--- config.mk ---
export PLATFORM = sky130hd
export DESIGN_NAME = lu_req_arbiter
export DESIGN_NICKNAME = d
export VERILOG_FILES = /design/src/rtl/lu_arb_pkg.sv /design/src/rtl/rr_pick.sv /design/src/rtl/lu_req_arbiter.sv
export SDC_FILE = /design/constraint.sdc
export NUM_CORES = 2
export LEC_CHECK = 0
export BUFFER_PORTS_ARGS = -buffer_cell sky130_fd_sc_hd__buf_2
export CORE_AREA = 2 2 682 684
export CTS_BUF_LIST = sky130_fd_sc_hd__clkbuf_16
export DETAILED_ROUTE_END_ITERATION = 7
export DIE_AREA = 0 0 684 686
export SYNTH_ARGS = -nofsm -noshare
export SYNTH_HDL_FRONTEND = slang
export SYNTH_SLANG_ARGS = --single-unit
--- constraint.sdc ---
create_clock -name asclk -period 4.6 [get_ports asclk]
set_clock_uncertainty 0.05 [all_clocks]
set_input_delay 0.92 -clock asclk [delete_from_list [all_inputs] [get_ports asclk]]
set_output_delay 0.92 -clock asclk [all_outputs]
set_load 0.02 [all_outputs]
--- src/rtl/lu_arb_pkg.sv ---
// Shared definitions for the flow-table lookup arbiter: state encoding,
// index-width helper and slice offsets for the flattened requester buses.
package lu_arb_pkg;

    typedef enum logic [1:0] {
        IDLE    = 2'd0,
        GRANT   = 2'd1,
        RELEASE = 2'd2
    } lu_state_e;

    // Index width for n requesters; never narrower than one bit.
    function automatic int unsigned clog2(input int unsigned n);
        int unsigned r;
        r = 0;
        while ((64'd1 << r) < 64'(n)) begin
            r = r + 1;
        end
        return (r == 0) ? 1 : r;
    endfunction

    function automatic int unsigned slice_lsb(input int unsigned idx, input int unsigned width);
        return idx * width;
    endfunction

endpackage

--- src/rtl/rr_pick.sv ---
// Round-robin winner search: first set request bit strictly after last_idx,
// wrapping at NUM_REQ.
module rr_pick #(
    parameter int unsigned NUM_REQ = 5,
    parameter int unsigned IDX_W   = 3
) (
    input  logic [NUM_REQ-1:0] req,
    input  logic [IDX_W-1:0]   last_idx,
    output logic               valid_c,
    output logic [IDX_W-1:0]   idx_c
);

    int unsigned cand;

    always_comb begin
        valid_c = 1'b0;
        idx_c   = '0;
        cand    = 0;
        for (int unsigned k = 1; k <= NUM_REQ; k++) begin
            cand = 32'(last_idx) + k;
            if (cand >= NUM_REQ) begin
                cand = cand - NUM_REQ;
            end
            if (!valid_c && req[IDX_W'(cand)]) begin
                valid_c = 1'b1;
                idx_c   = IDX_W'(cand);
            end
        end
    end

endmodule

--- src/rtl/lu_req_arbiter.sv ---
// Round-robin arbiter sharing one flow-table lookup port between NUM_REQ
// packet preprocessors, with grant/contention/spurious-ack statistics.
module lu_req_arbiter
    import lu_arb_pkg::*;
#(
    parameter int unsigned NUM_REQ               = 5,
    parameter int unsigned OPENFLOW_MATCH_SIZE   = 256,
    parameter int unsigned C_AXIS_LEN_DATA_WIDTH = 16,
    parameter int unsigned DATA_WIDTH            = 32,
    localparam int unsigned IDX_W                = clog2(NUM_REQ)
) (
    input  logic                                       asclk,
    input  logic                                       aresetn,
    input  logic [NUM_REQ-1:0]                         s_lu_req,
    input  logic [NUM_REQ*OPENFLOW_MATCH_SIZE-1:0]     s_lu_entry,
    input  logic [NUM_REQ*C_AXIS_LEN_DATA_WIDTH-1:0]   s_lu_len,
    output logic [NUM_REQ-1:0]                         s_lu_ack,
    output logic                                       m_lu_req,
    output logic [OPENFLOW_MATCH_SIZE-1:0]             m_lu_entry,
    output logic [C_AXIS_LEN_DATA_WIDTH-1:0]           m_lu_len,
    input  logic                                       m_lu_ack,
    output logic [IDX_W-1:0]                           lu_grant_port,
    output logic [DATA_WIDTH-1:0]                      lu_grant_cnt,
    output logic [DATA_WIDTH-1:0]                      lu_contend_cnt,
    output logic [DATA_WIDTH-1:0]                      lu_spur_ack_cnt
);

    logic [OPENFLOW_MATCH_SIZE-1:0]   entry_arr [NUM_REQ];
    logic [C_AXIS_LEN_DATA_WIDTH-1:0] len_arr   [NUM_REQ];

    for (genvar i = 0; i < NUM_REQ; i++) begin : g_unpack
        assign entry_arr[i] = s_lu_entry[slice_lsb(i, OPENFLOW_MATCH_SIZE) +: OPENFLOW_MATCH_SIZE];
        assign len_arr[i]   = s_lu_len[slice_lsb(i, C_AXIS_LEN_DATA_WIDTH) +: C_AXIS_LEN_DATA_WIDTH];
    end

    lu_state_e                        state_q, state_d;
    logic [IDX_W-1:0]                 grant_port_q, grant_port_d;
    logic [OPENFLOW_MATCH_SIZE-1:0]   entry_q, entry_d;
    logic [C_AXIS_LEN_DATA_WIDTH-1:0] len_q, len_d;
    logic                             m_lu_req_q, m_lu_req_d;
    logic [DATA_WIDTH-1:0]            grant_cnt_q, grant_cnt_d;
    logic [DATA_WIDTH-1:0]            contend_cnt_q, contend_cnt_d;
    logic [DATA_WIDTH-1:0]            spur_cnt_q, spur_cnt_d;

    logic             pick_valid;
    logic [IDX_W-1:0] pick_idx;

    rr_pick #(
        .NUM_REQ (NUM_REQ),
        .IDX_W   (IDX_W)
    ) u_rr_pick (
        .req      (s_lu_req),
        .last_idx (grant_port_q),
        .valid_c  (pick_valid),
        .idx_c    (pick_idx)
    );

    always_comb begin
        state_d       = state_q;
        grant_port_d  = grant_port_q;
        entry_d       = entry_q;
        len_d         = len_q;
        grant_cnt_d   = grant_cnt_q;
        contend_cnt_d = contend_cnt_q;
        spur_cnt_d    = spur_cnt_q;
        m_lu_req_d    = 1'b0;

        case (state_q)
            IDLE: begin
                if (pick_valid) begin
                    grant_port_d = pick_idx;
                    entry_d      = entry_arr[pick_idx];
                    len_d        = len_arr[pick_idx];
                    grant_cnt_d  = grant_cnt_q + DATA_WIDTH'(1);
                    state_d      = GRANT;
                end
                if ($countones(s_lu_req) >= 2) begin
                    contend_cnt_d = contend_cnt_q + DATA_WIDTH'(1);
                end
            end
            GRANT: begin
                if (m_lu_ack) begin
                    state_d = RELEASE;
                end
            end
            RELEASE: state_d = IDLE;
            default: state_d = IDLE;
        endcase

        if (m_lu_ack && (state_q != GRANT)) begin
            spur_cnt_d = spur_cnt_q + DATA_WIDTH'(1);
        end

        m_lu_req_d = (state_d == GRANT);
    end

    always_ff @(posedge asclk) begin
        if (!aresetn) begin
            state_q       <= IDLE;
            grant_port_q  <= IDX_W'(NUM_REQ - 1);
            entry_q       <= '0;
            len_q         <= '0;
            m_lu_req_q    <= 1'b0;
            grant_cnt_q   <= '0;
            contend_cnt_q <= '0;
            spur_cnt_q    <= '0;
        end else begin
            state_q       <= state_d;
            grant_port_q  <= grant_port_d;
            entry_q       <= entry_d;
            len_q         <= len_d;
            m_lu_req_q    <= m_lu_req_d;
            grant_cnt_q   <= grant_cnt_d;
            contend_cnt_q <= contend_cnt_d;
            spur_cnt_q    <= spur_cnt_d;
        end
    end

    // Ack is steered to the granted requester only; an ack during reset goes nowhere.
    always_comb begin
        s_lu_ack = '0;
        if (aresetn && (state_q == GRANT) && m_lu_ack) begin
            s_lu_ack[grant_port_q] = 1'b1;
        end
    end

    assign m_lu_req        = m_lu_req_q;
    assign m_lu_entry      = entry_q;
    assign m_lu_len        = len_q;
    assign lu_grant_port   = grant_port_q;
    assign lu_grant_cnt    = grant_cnt_q;
    assign lu_contend_cnt  = contend_cnt_q;
    assign lu_spur_ack_cnt = spur_cnt_q;

endmodule

After elaboration in Yosys (flattened, before gate mapping)
Cells that the tools add are included.
{"block": "word_totals", "register_bits": 374, "in_bits": 1368, "out_inout_bits": 377, "elab_cells": 95}
{"block": "op_classes", "addsub": 17, "order_cmp": 14, "n_eq_ne": 3, "muxes": 37, "bitwise": 1, "reduce_logical": 15}
{"cell": "256-bit binary-select mux with 3-bit select", "count": 1}
{"cell": "256-bit two-way mux", "count": 2}
{"cell": "32-bit by 1-bit adder with 32-bit output, second input constant", "count": 3}
{"cell": "16-bit binary-select mux with 3-bit select", "count": 1}
{"cell": "16-bit two-way mux", "count": 2}
{"cell": "3-bit two-way mux", "count": 10}
{"cell": "3-bit by 4-bit less-than comparator with 1-bit output, second input constant", "count": 6}
{"cell": "4-bit by 3-bit >= comparator with 1-bit output, second input constant", "count": 5}
{"cell": "1-bit binary-select mux with 3-bit select", "count": 5}
{"cell": "3-bit subtractor, second input constant", "count": 5}
{"cell": "1-bit two-way mux", "count": 11}
{"cell": "3-bit by 2-bit adder with 4-bit output, second input constant", "count": 2}
{"cell": "3-bit by 3-bit adder with 4-bit output, second input constant", "count": 2}
{"cell": "1-bit logical AND", "count": 8}
{"cell": "5-bit two-way mux", "count": 1}
{"cell": "1-bit by 1-bit adder with 2-bit output", "count": 2}
{"cell": "3-bit by 1-bit adder with 4-bit output", "count": 1}
{"cell": "3-bit by 1-bit adder with 4-bit output, second input constant", "count": 1}
{"cell": "2-bit by 1-bit equality test with 1-bit output, second input constant", "count": 2}
{"cell": "4-bit by 2-bit >= comparator with 1-bit output, second input constant", "count": 1}
{"cell": "4-bit >= comparator, second input constant", "count": 1}
{"cell": "1-bit logical NOT", "count": 4}
{"cell": "2-bit two-way mux", "count": 2}
{"cell": "3-bit inverter with 4-bit output", "count": 1}
{"cell": "other kinds (7)", "count": 8}

Depth between registers and ports, before layout
{"block": "logic_depth", "depth_word": 22, "depth_mapped": 19, "mapped_depth_nobuf": 13}

Hierarchy
From an unflattened synthesis, not the netlist that was laid out.
{"block": "unflattened", "cells_unflattened": 2284, "hier_area_um2": 22778.1}
{"mod": "lu_req_arbiter", "n_inst": 1, "cells_per_inst": 2147, "area_per_inst_um2": 21759.6, "seq_area_each_um2": 7487.2}
{"mod": "rr_pick", "n_inst": 1, "cells_per_inst": 137, "area_per_inst_um2": 1018.5, "seq_area_each_um2": 0.0}

Least setup slack after synthesis
Ideal clock, no wire load.
{"block": "synth_timing", "kind": "register to register", "start": "reg grant_port_q[0], in the netlist lu_grant_port[0]", "end": "reg entry_q[224], in the netlist m_lu_entry[224]", "setup_ns": 0.141, "arrival_time_ns": 4.276, "required_time_ns": 4.409, "setup_slack_ns": 0.133, "path_stages_with_launch": 20, "path_buffers": 6, "period_less_slack_ns": 4.467, "path_cell_list": "dfxtp_1 > buf_6 > inv_2 > clkbuf_1 > ha_1 > inv_1 > fa_1 > clkbuf_1 > a21oi_1 > a21oi_1 > o22ai_1 > or3b_2 > or2_4 > nor4_4 > buf_2 > buf_4 > buf_4 > a211oi_1 > a2111oi_0 > a211oi_2"}
{"block": "synth_between", "elab_chain_len": 22, "elab_cells_between_ends": 53, "classes_between": "10 x add/sub; 5 x order compare; 28 x mux; 1 x bitwise; 9 x reduce/logical"}
{"item": "start, declared", "line_no": "lu_req_arbiter.sv:37", "rtl": "logic [IDX_W-1:0] grant_port_q, grant_port_d;"}
{"item": "start signal, assigned", "line_no": "lu_req_arbiter.sv:100", "rtl": "grant_port_q <= IDX_W'(NUM_REQ - 1);"}
{"item": "start signal, assigned", "line_no": "lu_req_arbiter.sv:109", "rtl": "grant_port_q <= grant_port_d;"}
{"item": "3-bit by 1-bit adder with 4-bit output", "line_no": "rr_pick.sv:20", "rtl": "cand = 32'(last_idx) + k;"}
{"item": "4-bit by 3-bit >= comparator with 1-bit output / 3-bit subtractor (equally long branches)", "line_no": "rr_pick.sv:21, rr_pick.sv:22"}
{"item": "3-bit two-way mux", "line_no": "rr_pick.sv:21", "rtl": "if (cand >= NUM_REQ) begin"}
{"item": "1-bit binary-select mux with 3-bit select", "line_no": "rr_pick.sv:24", "rtl": "if (!valid_c && req[IDX_W'(cand)]) begin"}
{"item": "1-bit two-way mux (not written as such)", "line_no": "rr_pick.sv:24"}
{"item": "1-bit two-way mux", "line_no": "rr_pick.sv:24"}
{"item": "1-bit logical NOT", "line_no": "rr_pick.sv:24"}
{"item": "1-bit logical AND", "line_no": "rr_pick.sv:24"}
{"item": "(+5 left out)"}
{"item": "1-bit logical AND", "line_no": "rr_pick.sv:24"}
{"item": "1-bit two-way mux", "line_no": "rr_pick.sv:24"}
{"item": "1-bit logical NOT", "line_no": "rr_pick.sv:24"}
{"item": "1-bit logical AND", "line_no": "rr_pick.sv:24"}
{"item": "3-bit two-way mux", "line_no": "rr_pick.sv:24"}
{"item": "3-bit inverter with 4-bit output (not written as such)", "line_no": "lu_req_arbiter.sv:72", "rtl": "entry_d = entry_arr[pick_idx];"}
{"item": "256-bit binary-select mux with 3-bit select", "line_no": "lu_req_arbiter.sv:72"}
{"item": "256-bit two-way mux (not written as such) (2 in series)", "line_no": "lu_req_arbiter.sv:72"}
{"item": "end signal, assigned", "line_no": "lu_req_arbiter.sv:110", "rtl": "entry_q <= entry_d;"}
{"item": "end, declared", "line_no": "lu_req_arbiter.sv:38", "rtl": "logic [OPENFLOW_MATCH_SIZE-1:0] entry_q, entry_d;"}
Parallel ways exist; a longest one is shown, timed or not. The select of a mux whose other input is x is not followed.
A chain may end at the register's enable or synchronous reset.

Worst setup path in the final report
{"block": "layout_timing", "start": "reg grant_port_q[1], in the netlist lu_grant_port[1]", "end": "reg entry_q[202], in the netlist m_lu_entry[202]"}
The elaborated chain is that of the path after synthesis.

==> impl_summary.txt <==
----------------------------------------------------
[Synth]
  Cell count after synthesis ... 3804
  Combined area of all synthesized cells ... 30200 um^2
  Number of distinct standard cells referenced by the synthesized netlist ... 72
  Count of yosys warnings during synthesis ... 0
  Proportion of synthesized chip area in sequential cells ... between 20% and 30%
  Net count after synthesis ... 5189
  Number of enable flip-flop cells after synthesis ... 0
  Average cell area after synthesis ... 7.93 um^2
  Async S/R FF share, synth ... 0%
  Commonest register cell after synthesis ... sky130_fd_sc_hd__dfxtp_1
  Synthesized flop and latch total ... 374

[Clocking]
  Buffers inserted by post-CTS timing repair ... 0
  Hold bufs inserted after CTS ... 0
  Clock transition at the registers of the reported paths ... 70 ps
  H-tree depth ... 2
  Buffer type at the clock tree root ... sky130_fd_sc_hd__clkbuf_16
  Maximum clock path buffer count ... 3
  Number of buffers created by CTS ... 54
  Latest clock arrival within the worst-skew pair ... between 700 and 800 ps
  Clock tree from TritonCTS ... built
  Number of clock sinks seen by CTS ... 374

[GRT]
  Initial antenna violation count ... 516
  Number of global-route vias before repair ... 39300
  Maximum number of pins on one net before global-route repair ... 116
  Total global-route track usage ... 16.0%
  Congestion Overflow GR ... 0
  Global-route wire length before repair ... around 480000 um

[Setup path]
  Worst setup path endpoint ... m_lu_entry[202]
  Signal arrival time at the worst endpoint ... ~5100 ps
  Required time worst endpoint ... 5150 ps
  CP startpoint ... lu_grant_port[1]
  Endpoint kind of the worst setup timing path ... flop
  CP Max Fanout ... 26
  Worst flop-to-flop path endpoint ... m_lu_entry[202]
  Type of element launching the critical path ... flop
  Slack of the worst reg-to-reg path ... 90 ps
  Reg-to-reg critical path startpoint ... lu_grant_port[1]
  Number of cells on the worst reg-to-reg path ... 14
  Worst Setup Path Type ... flop to flop

[STA]
  Ratio of final minimum period to clock period ... 98.0%
  Slew Limit Fails ... 0
  Count of endpoints failing hold in the final timing report ... 0
  Final critical path time including I/O delays and setup ... 4510 ps
  Worst hold-check slack ... 418 ps
  Minimum setup slack in the final design ... around 93 ps
  Final setup violation count ... 0
  Worst rel slew slack ... about a quarter
  Sum Neg Setup Slack ... 0 ps
  Maximum clock rate ... 0.222 GHz
  Actual slew at the worst max-slew pin ... 1120 ps

[Hold path]
  Class of the most critical hold timing path ... input pin to flop

[Power]
  Int Pwr ... 22.2 mW
  Pleak ... 21.4 nW
  Sw power ... 28.1 mW
  Worst vdd rail ir drop ... 920 uV
  Flop pwr share ... under 10%
  Clock share of power ... 9.2%
  Cell Pwr Density ... a little under 1000 nW/um^2
  Combinational Power Share ... slightly above 80%
  Power, Total ... ~50 mW
  Switching power share of the total ... a little under three fifths

[Floorplan]
  I/O pin total ... 1745
  Starting Density ... 6.53%
  Std-Cell Core Area ... 462000 um^2
  Placement row count ... 250
  Total Die Area ... around 470000 um^2
  Die Width ... ~680 um
  Floorplan die height ... 686 um

[Drt]
  Post-detailed-route via-to-cell ratio ... 3.61
  Routed wire length ... 395000 um
  Number of detailed-routing iterations run before antenna repair ... 5
  Number of vias in the routed layout ... 43700
  Starting DRT DRC Count ... 4384
  DRC Markers ... 0
  Mean routed wirelength per cell ... roughly 33 um
  Number of nets still failing antenna checks after routing ... 2

[Placement]
  Gpl congestion ... between 0.9 and 1
  Count of buffers inserted at the top-level ports ... 1744
  Placed cell areas ... between 40000 and 50000 um^2
  Number of cells in the design after placement ... between 10000 and 15000
  Post-placement setup slack ... -197 ps
  DPL Wire Length ... 351000 um

[Final layout]
  # fillers ... 53900
  Layout cells sized above 1 ... 40.6%
  Layout area overhead ... 69.5%
  Post-route cell area ... 51100 um^2
  Total number of nets in the final design ... 6923
  Count of non-filler cells in the finished layout ... 12100
  Share of the core filled with cells ... around 11%

[Run]
  Max_cap viols ... 0

[Outcome]
  Result of the run ... finished with violations
  Violations in the final reports ... antenna violations

----------------------------------------------------
[state kept, by name (all words and copies together) (netlist names)]
| name | count |
|---|---|
| lu_contend_cnt | 32 |
| lu_grant_cnt | 32 |
| lu_grant_port | 3 |
| lu_spur_ack_cnt | 32 |
| m_lu_entry | 256 |
| m_lu_len | 16 |
| m_lu_req | 1 |
| state_q | 2 |
[layout by cell type, fill, tap and decap left out, types with 8 or more instances in the layout]
cell / count
sky130_fd_sc_hd__a2111oi_0: 220
sky130_fd_sc_hd__a2111oi_1: 44
sky130_fd_sc_hd__a2111oi_2: 9
sky130_fd_sc_hd__a211oi_1: 518
sky130_fd_sc_hd__a211oi_2: 34
sky130_fd_sc_hd__a21oi_1: 34
sky130_fd_sc_hd__and3_1: 297
sky130_fd_sc_hd__buf_12: 69
sky130_fd_sc_hd__buf_2: 1743
sky130_fd_sc_hd__buf_4: 287
sky130_fd_sc_hd__clkbuf_16: 55
sky130_fd_sc_hd__clkinv_1: 12
sky130_fd_sc_hd__clkinv_2: 13
sky130_fd_sc_hd__dfxtp_1: 373
sky130_fd_sc_hd__diode_2: 330
sky130_fd_sc_hd__ha_1: 14
sky130_fd_sc_hd__inv_1: 296
sky130_fd_sc_hd__mux2i_1: 274
sky130_fd_sc_hd__nand2_1: 61
sky130_fd_sc_hd__nand2b_1: 9
sky130_fd_sc_hd__nand3_1: 35
sky130_fd_sc_hd__nand4_1: 16
sky130_fd_sc_hd__nor2_1: 359
sky130_fd_sc_hd__nor2b_1: 279
sky130_fd_sc_hd__nor3_1: 12
sky130_fd_sc_hd__nor4_1: 18
sky130_fd_sc_hd__o21a_1: 8
sky130_fd_sc_hd__o21ai_0: 24
sky130_fd_sc_hd__o311ai_0: 273
sky130_fd_sc_hd__or3_1: 25
sky130_fd_sc_hd__xnor2_1: 33
sky130_fd_sc_hd__xor2_1: 40
[worst min-delay path by stage]
stage	cells after the start	start	endpoint	slack [ps]
5_1_grt	3	s_lu_entry[735]	m_lu_entry[223]	360
3_3_place_gp	2	lu_spur_ack_cnt[31]	lu_spur_ack_cnt[31]	400
4_1_cts	3	s_lu_entry[733]	m_lu_entry[221]	310
2_1_floorplan	2	lu_spur_ack_cnt[31]	lu_spur_ack_cnt[31]	490
3_5_place_dp	2	lu_spur_ack_cnt[31]	lu_spur_ack_cnt[31]	410
6_report	3	s_lu_entry[755]	m_lu_entry[243]	420
[worst max-delay path, stage by stage, from the launching register on]
cell	delay (ps)
sky130_fd_sc_hd__dfxtp_1	350
sky130_fd_sc_hd__inv_1	150
sky130_fd_sc_hd__ha_1	470
sky130_fd_sc_hd__a21o_1	280
sky130_fd_sc_hd__mux2i_1	200
sky130_fd_sc_hd__o21ai_0	150
sky130_fd_sc_hd__or3b_2	540
sky130_fd_sc_hd__or2_4	280
sky130_fd_sc_hd__nor4_4	300
sky130_fd_sc_hd__buf_4	180
sky130_fd_sc_hd__a21o_4	130
sky130_fd_sc_hd__buf_12	200
sky130_fd_sc_hd__buf_12	250
sky130_fd_sc_hd__mux2i_1	580
sky130_fd_sc_hd__a211oi_1	150
[kinds of logic after synthesis]
family,Yosys count,share of synthesized area [%]
AO/OA/AOI/OAI,1202,32.5
flip-flops,374,24.8
multiplexers,285,9.59
buffers and inverters,717,10.2
AND/OR/NAND/NOR,1136,20.0
adder cells (fa/ha/maj),17,0.755
XOR/XNOR,73,2.12
[layer usage]
layer	part of all wire [%]	wire length [um]	track usage (%)	vias up
li1	-	-	-	18400
met1	37	145000	17.8	20700
met2	43	169000	24.9	3136
met3	15	57600	9.33	1177
met4	5.5	21900	6.48	258
met5	0.44	1730	0.255	-
[synthesized netlist by cell type (all sizes together), types with 4 or more instances]
library cell,n,share of area (%)
a2111oi,273,8.0
a211oi,553,14
a21o,4,0.10
a21oi,36,0.60
and2,6,0.12
and3,297,6.2
and4,6,0.17
buf,143,3.0
clkbuf,282,3.5
dfxtp,374,25
ha,15,0.62
inv,292,3.6
mux2i,280,9.3
nand2,62,0.77
nand2b,9,0.19
nand3,35,0.58
nand4,16,0.33
nor2,359,4.5
nor2b,279,5.8
nor3,12,0.20
nor4,20,0.46
o21a,9,0.22
o21ai,25,0.41
o311ai,274,8.0
or2,5,0.11
or3,26,0.56
xnor2,33,0.96
xor2,40,1.2
[layout make-up]
class                           instances  area, um^2  share of cell area (%)
Antenna cell                          330         826                    1.62
Sequential cell                       374        7490                    14.7
Tap cell                             6174        7720                    15.1
Inverter                              292        1100                    2.15
Clock buffer                           54        1350                    2.64
Multi-Input combinational cell       2713       19800                    38.8
Clock inverter                         48         454                   0.889
Timing Repair Buffer                 2103       12300                    24.1
[power by group through the flow]
stage          clock network, mW  logic [mW]  registers, mW
2_1_floorplan                  0        21.6           5.56
3_3_place_gp                   0        40.1           4.81
3_5_place_dp                   0        40.2           4.81
4_1_cts                     4.79        40.3           4.76
5_1_grt                     4.85        43.4           4.83
6_report                    4.60        40.9           4.77
[repair_timing]
item / CTS / global route
resized for setup: 7 / 43
pin swaps: 0 / 0
endpoints found under the setup margin: 7 / 143
cloned: 0 / 1
endpoints found under the hold margin: 0 / 0
Note: power is estimated with default switching activity, not from simulation.
